==> src/rtl/spi_register_bridge.sv <==
// SPI mode-0 target: 24-bit host frames become single-cycle register writes,
// and the latest output sample is shifted back on MISO. All pins are oversampled on i_Clock.
//
// state    | meaning
// ST_IDLE  | waiting for a chip-select fall (only once armed after reset)
// ST_SHIFT | frame open: MOSI shifts in on SCLK rise, MISO shifts out on SCLK fall
// ST_COMMIT| frame closed: issue write strobe or frame error, then return to idle
module spi_register_bridge #(
    parameter int SYNC_STAGES  = 2,
    parameter int NUMBER_WIDTH = 16,
    parameter int VALUE_WIDTH  = 8,
    parameter int SAMPLE_WIDTH = 16
) (
    input  logic                    i_Clock,
    input  logic                    i_Reset_n,
    input  logic                    i_SpiClock,
    input  logic                    i_SpiChipSelect_n,
    input  logic                    i_SpiMosi,
    output logic                    o_SpiMiso,
    output logic                    o_RegisterWriteEnable,
    output logic [NUMBER_WIDTH-1:0] o_RegisterWriteNumber,
    output logic [VALUE_WIDTH-1:0]  o_RegisterWriteValue,
    input  logic [SAMPLE_WIDTH-1:0] i_Sample,
    input  logic                    i_SampleReady,
    output logic                    o_FrameError
);

    localparam int         FRAME_WIDTH = NUMBER_WIDTH + VALUE_WIDTH;
    localparam logic [4:0] FRAME_BITS  = 5'(FRAME_WIDTH);
    localparam logic [4:0] COUNT_MAX   = 5'd31;

    typedef enum logic [1:0] {
        ST_IDLE,
        ST_SHIFT,
        ST_COMMIT
    } state_t;

    state_t                  state_q, state_d;
    logic [SYNC_STAGES-1:0]  sclk_sync_q, sclk_sync_d;
    logic [SYNC_STAGES-1:0]  cs_sync_q, cs_sync_d;
    logic [SYNC_STAGES-1:0]  mosi_sync_q, mosi_sync_d;
    logic [SYNC_STAGES-1:0]  flush_q, flush_d;
    logic                    sclk_rise_q, sclk_rise_d;
    logic                    sclk_fall_q, sclk_fall_d;
    logic                    cs_rise_q, cs_rise_d;
    logic                    cs_fall_q, cs_fall_d;
    logic                    armed_q, armed_d;
    logic [4:0]              count_q, count_d;
    logic [FRAME_WIDTH-1:0]  rx_q, rx_d;
    logic [SAMPLE_WIDTH-1:0] tx_q, tx_d;
    logic [SAMPLE_WIDTH-1:0] hold_q, hold_d;
    logic                    miso_q, miso_d;
    logic                    wr_en_q, wr_en_d;
    logic [NUMBER_WIDTH-1:0] wr_num_q, wr_num_d;
    logic [VALUE_WIDTH-1:0]  wr_val_q, wr_val_d;
    logic                    frame_err_q, frame_err_d;

    always_comb begin
        state_d     = state_q;
        count_d     = count_q;
        rx_d        = rx_q;
        tx_d        = tx_q;
        wr_en_d     = 1'b0;
        wr_num_d    = wr_num_q;
        wr_val_d    = wr_val_q;
        frame_err_d = 1'b0;

        sclk_sync_d = {sclk_sync_q[SYNC_STAGES-2:0], i_SpiClock};
        cs_sync_d   = {cs_sync_q[SYNC_STAGES-2:0], i_SpiChipSelect_n};
        mosi_sync_d = {mosi_sync_q[SYNC_STAGES-2:0], i_SpiMosi};
        flush_d     = {flush_q[SYNC_STAGES-2:0], 1'b1};

        sclk_rise_d = sclk_sync_q[SYNC_STAGES-2] & ~sclk_sync_q[SYNC_STAGES-1];
        sclk_fall_d = ~sclk_sync_q[SYNC_STAGES-2] & sclk_sync_q[SYNC_STAGES-1];
        cs_rise_d   = cs_sync_q[SYNC_STAGES-2] & ~cs_sync_q[SYNC_STAGES-1];
        cs_fall_d   = ~cs_sync_q[SYNC_STAGES-2] & cs_sync_q[SYNC_STAGES-1];

        // Only arm once real CS_n samples have flushed the reset values and show
        // the bus idle, so a frame already running at reset release is skipped.
        armed_d = armed_q | (flush_q[SYNC_STAGES-1] & cs_sync_q[SYNC_STAGES-1]
                             & cs_sync_q[SYNC_STAGES-2]);

        hold_d = i_SampleReady ? i_Sample : hold_q;

        case (state_q)
            ST_IDLE: begin
                if (armed_q && cs_fall_q) begin
                    state_d = ST_SHIFT;
                    count_d = 5'd0;
                    tx_d    = i_SampleReady ? i_Sample : hold_q;
                end
            end
            ST_SHIFT: begin
                if (cs_rise_q) begin
                    state_d = ST_COMMIT;
                end else begin
                    if (sclk_rise_q) begin
                        if (count_q < FRAME_BITS) begin
                            rx_d = {rx_q[FRAME_WIDTH-2:0], mosi_sync_q[SYNC_STAGES-1]};
                        end
                        if (count_q != COUNT_MAX) begin
                            count_d = count_q + 5'd1;
                        end
                    end
                    if (sclk_fall_q) begin
                        tx_d = {tx_q[SAMPLE_WIDTH-2:0], 1'b0};
                    end
                end
            end
            ST_COMMIT: begin
                state_d = ST_IDLE;
                if (count_q == FRAME_BITS) begin
                    wr_en_d  = 1'b1;
                    wr_num_d = rx_q[FRAME_WIDTH-1:VALUE_WIDTH];
                    wr_val_d = rx_q[VALUE_WIDTH-1:0];
                end else begin
                    frame_err_d = 1'b1;
                end
            end
            default: state_d = ST_IDLE;
        endcase

        miso_d = (state_d == ST_SHIFT) ? tx_d[SAMPLE_WIDTH-1] : 1'b0;
    end

    always_ff @(posedge i_Clock or negedge i_Reset_n) begin
        if (!i_Reset_n) begin
            state_q     <= ST_IDLE;
            sclk_sync_q <= '0;
            cs_sync_q   <= '1;
            mosi_sync_q <= '0;
            flush_q     <= '0;
            sclk_rise_q <= 1'b0;
            sclk_fall_q <= 1'b0;
            cs_rise_q   <= 1'b0;
            cs_fall_q   <= 1'b0;
            armed_q     <= 1'b0;
            count_q     <= 5'd0;
            rx_q        <= '0;
            tx_q        <= '0;
            hold_q      <= '0;
            miso_q      <= 1'b0;
            wr_en_q     <= 1'b0;
            wr_num_q    <= '0;
            wr_val_q    <= '0;
            frame_err_q <= 1'b0;
        end else begin
            state_q     <= state_d;
            sclk_sync_q <= sclk_sync_d;
            cs_sync_q   <= cs_sync_d;
            mosi_sync_q <= mosi_sync_d;
            flush_q     <= flush_d;
            sclk_rise_q <= sclk_rise_d;
            sclk_fall_q <= sclk_fall_d;
            cs_rise_q   <= cs_rise_d;
            cs_fall_q   <= cs_fall_d;
            armed_q     <= armed_d;
            count_q     <= count_d;
            rx_q        <= rx_d;
            tx_q        <= tx_d;
            hold_q      <= hold_d;
            miso_q      <= miso_d;
            wr_en_q     <= wr_en_d;
            wr_num_q    <= wr_num_d;
            wr_val_q    <= wr_val_d;
            frame_err_q <= frame_err_d;
        end
    end

    assign o_SpiMiso             = miso_q;
    assign o_RegisterWriteEnable = wr_en_q;
    assign o_RegisterWriteNumber = wr_num_q;
    assign o_RegisterWriteValue  = wr_val_q;
    assign o_FrameError          = frame_err_q;

endmodule
==> config.mk <==
export PLATFORM = sky130hd
export DESIGN_NAME = spi_register_bridge
export DESIGN_NICKNAME = d
export VERILOG_FILES = /design/src/rtl/spi_register_bridge.sv
export SDC_FILE = /design/constraint.sdc
export NUM_CORES = 1
export LEC_CHECK = 0
export CORE_UTILIZATION = 51
export CTS_BUF_LIST = sky130_fd_sc_hd__clkbuf_4 sky130_fd_sc_hd__clkbuf_8 sky130_fd_sc_hd__clkbuf_16
export DETAILED_ROUTE_END_ITERATION = 8
export GPL_TIMING_DRIVEN = 1
export PLACE_DENSITY = 0.74
export SETUP_SLACK_MARGIN = 0.05
export SKIP_LAST_GASP = 1
export SLEW_MARGIN = 25
export SYNTH_ARGS = -nofsm -noshare
export SYNTH_HDL_FRONTEND = slang
export SYNTH_SLANG_ARGS = --single-unit
==> constraint.sdc <==
create_clock -name i_Clock -period 3.35 [get_ports i_Clock]
set_clock_uncertainty 0.1 [all_clocks]
set_input_delay 0.67 -clock i_Clock [delete_from_list [all_inputs] [get_ports i_Clock]]
set_output_delay 0.67 -clock i_Clock [all_outputs]
set_load 0.01 [all_outputs]
==> run summary <==
Post-Syn Area per Cell: 15.4 µm²
R2R cell count: 7
DRC: 0
Largest net degree at the start of global routing: 75
Clock Root Buffer: clkbuf_8
Slew Limit Fails: 0
Seq/Total Area, Yosys: 65.2%
Startpoint Class: flop
Ports: 49
FP Rows: 31
Tcrit/Tclk final: 68.6%
WS Path Type: flop to flop
Die Wd: 90.1 µm
WL/cell: 15.4 µm
Max Freq: 435 MHz
Post-DRT Antenna Nets: 0
R2R Setup Slk: 1.05 ns
Vias in the first global route: 2263
Most frequent cells in the layout: 101 x dfrtp_1, 62 x mux2_2, 47 x clkdlybuf4s50_1
GRT overflow: 0
Maxcap violations: 0
WP data arrival: 2.48 ns
Gp weighted congestion: 0.752
Final #Nets: 338
Worst-path clk slew: 0.10 ns
Initial core utilization: 53.7%
Worst hold start: mosi_sync_q[0]
R2r startpoint: count_q[0]
Setup TNS Final: 0 ns
Die area: 0.00812 mm²
CTS Hold Bufs: 0
Hold Path Stages: 0
WL final: 6440 µm
First-pass detailed-route iteration total: 4
Share of total power in the clock network: 29.0%
Vert. Die Dim: 90.1 µm
Final Critical Period: 2.30 ns
CTS Buf Count: 9
Clock Latency Late Sink: 0.35 ns
CP max FO: 8
P_sw: 0.709 mW
#FFs+latches synth: 103
Core area: 0.00737 mm²
Min Hold Slack: 0.256 ns
Post-CTS sizing: 0
Switch share: 26.4%
Unrepaired setup endpoints after global routing: no
# setup viols final: 0
Port Buf Inserts: 48
Max VDD drop: 399 µV
Initial antenna violation count: 0
Post-Syn Instances: 257
Area Overhead vs Synth: 20.2%
Clock Sinks: 103
Post-DP HPWL: 4150 µm
DRT iter0 DRCs: 99
Slew @ Worst Pin: 0.881 ns
CP Capture Type: flop
Cell Area, Synth: 0.00396 mm²
# Post-CTS Setup Buffers: 0
Hold crit path type: flop to flop
Hold Vio Cnt, Final: 0
Status: finished, final reports clean
Req. time, crit path: 3.54 ns
Post-Syn Nets: 282
Diodes inserted: 0
Most common library cell in the layout ignoring fill and taps: dfrtp_1
Power per standard cell area: 565 mW/mm²
Share of total power in combinational logic: 13.7%
Slew headroom: 41.3%
Layout cell share with drive strength beyond 1: 31.1%
Overall routing resource usage: 17.7%
Leak: 2.21 nW
Synth warn: 0
Clock tree buffer depth: 2
Cell internal pwr: 1.98 mW
Vias after detailed routing: 2202
First-pass GRT wire length: 11200 µm
Hold Path End: mosi_sync_q[1]
Sequential power share: 57.2%
H-tree Lvls: 3
Worst r2r dst: count_q[3]
Vias per cell: 5.28
Synth unique cells: 37
TritonCTS clock tree: done
state kept, by name, indices dropped and copies added, names as in the netlist, 2 cells and up:
| name | cells |
|---|---|
| o_RegisterWriteNumber | 16 |
| tx_q | 16 |
| state_q | 2 |
| flush_q | 2 |
| mosi_sync_q | 2 |
| cs_sync_q | 2 |
| rx_q | 24 |
| o_RegisterWriteValue | 8 |
| sclk_sync_q | 2 |
| count_q | 5 |
| hold_q | 16 |
metrics by stage:
step	power (mW)	cell area (µm²)	utilization, %	std cells	setup WS (ns)
floorplan	1.79	3960	-	257	1.23
global placement	1.90	4550	61.8	401	1.00
detailed placement	1.93	4550	61.8	401	0.980
CTS	2.72	4760	64.6	417	1.04
global route	2.83	4760	64.6	417	0.936
finish	2.69	4760	64.6	417	1.05
cell families (layout without fill, tap and decap cells):
| group | count (synthesis) | count (layout) | synth area share [%] |
|---|---|---|---|
| adder cells (fa/ha/maj) | 3 | 3 | 0.949 |
| AO/OA/AOI/OAI | 27 | 27 | 5.85 |
| other | 1 | 1 | 0.0948 |
| AND/OR/NAND/NOR | 44 | 44 | 7.59 |
| multiplexers | 65 | 65 | 18.5 |
| buffers and inverters | 14 | 75 | 1.87 |
| flip-flops | 103 | 103 | 65.2 |
power by group through the flow:
stage	combinational (mW)	clock, mW	sequential [mW]
after global routing	0.412	0.850	1.56
after floorplan	0.266	0	1.52
after global placement	0.354	0	1.55
final	0.369	0.780	1.54
after detailed placement	0.375	0	1.56
after CTS	0.378	0.802	1.54
synth_stat cells, drive strengths merged:
master	count	share of area [%]
nor4	1	0.54
a221o	16	4.0
nor3	1	0.13
a31o	1	0.22
conb	1	0.095
a21o	2	0.41
nor2b	4	0.63
mux2i	1	0.25
and3b	1	0.25
nor2	3	0.35
nand2	5	0.47
nand2b	3	0.66
or3	2	0.32
clkbuf	2	0.19
dfstp	2	1.3
nor3b	3	0.82
a2111oi	1	0.22
a21oi	2	0.25
dfrtp	101	64
and2	15	2.4
and3	1	0.16
or3b	1	0.22
buf	8	1.3
o21bai	1	0.19
nand3	2	0.25
inv	4	0.38
ha	3	0.95
nand4b	1	0.22
mux2	64	18
o21ai	4	0.51
nand3b	1	0.19
layer usage:
metal	GRT usage, %	part of all wire [%]	vias to the layer above
li1	-	-	1031
met1	24.1	47	1136
met2	27.6	49	30
met3	4.82	3.2	5
met4	5.65	1.3	0
met5	0	0	-
worst max-delay path by stage:
stage | slack [ns] | from | endpoint
floorplan | 1.23 | count_q[0] | count_q[3]
CTS | 1.04 | count_q[0] | count_q[3]
finish | 1.05 | count_q[0] | count_q[3]
detailed placement | 0.98 | i_SampleReady | tx_q[15]
global route | 0.94 | count_q[0] | count_q[3]
global placement | 1.00 | i_SampleReady | tx_q[15]
area by class of cell:
cell class	count	area, µm²
Timing Repair Buffer	55	531
Inverter	4	15.0
Clock inverter	7	81.3
Sequential cell	103	2580
Tap cell	99	124
Fill cell	552	2610
Multi-Input combinational cell	140	1300
Clock buffer	9	124
worst max-delay path: stages, from the launching register on:
cell	delay, ns
dfrtp_1	0.44
ha_1	0.23
and3_1	0.19
ha_1	0.18
nand2b_2	0.18
a221o_1	0.39
or3_1	0.38
a21oi_1	0.16
Note: power is estimated with default switching activity, not from simulation.
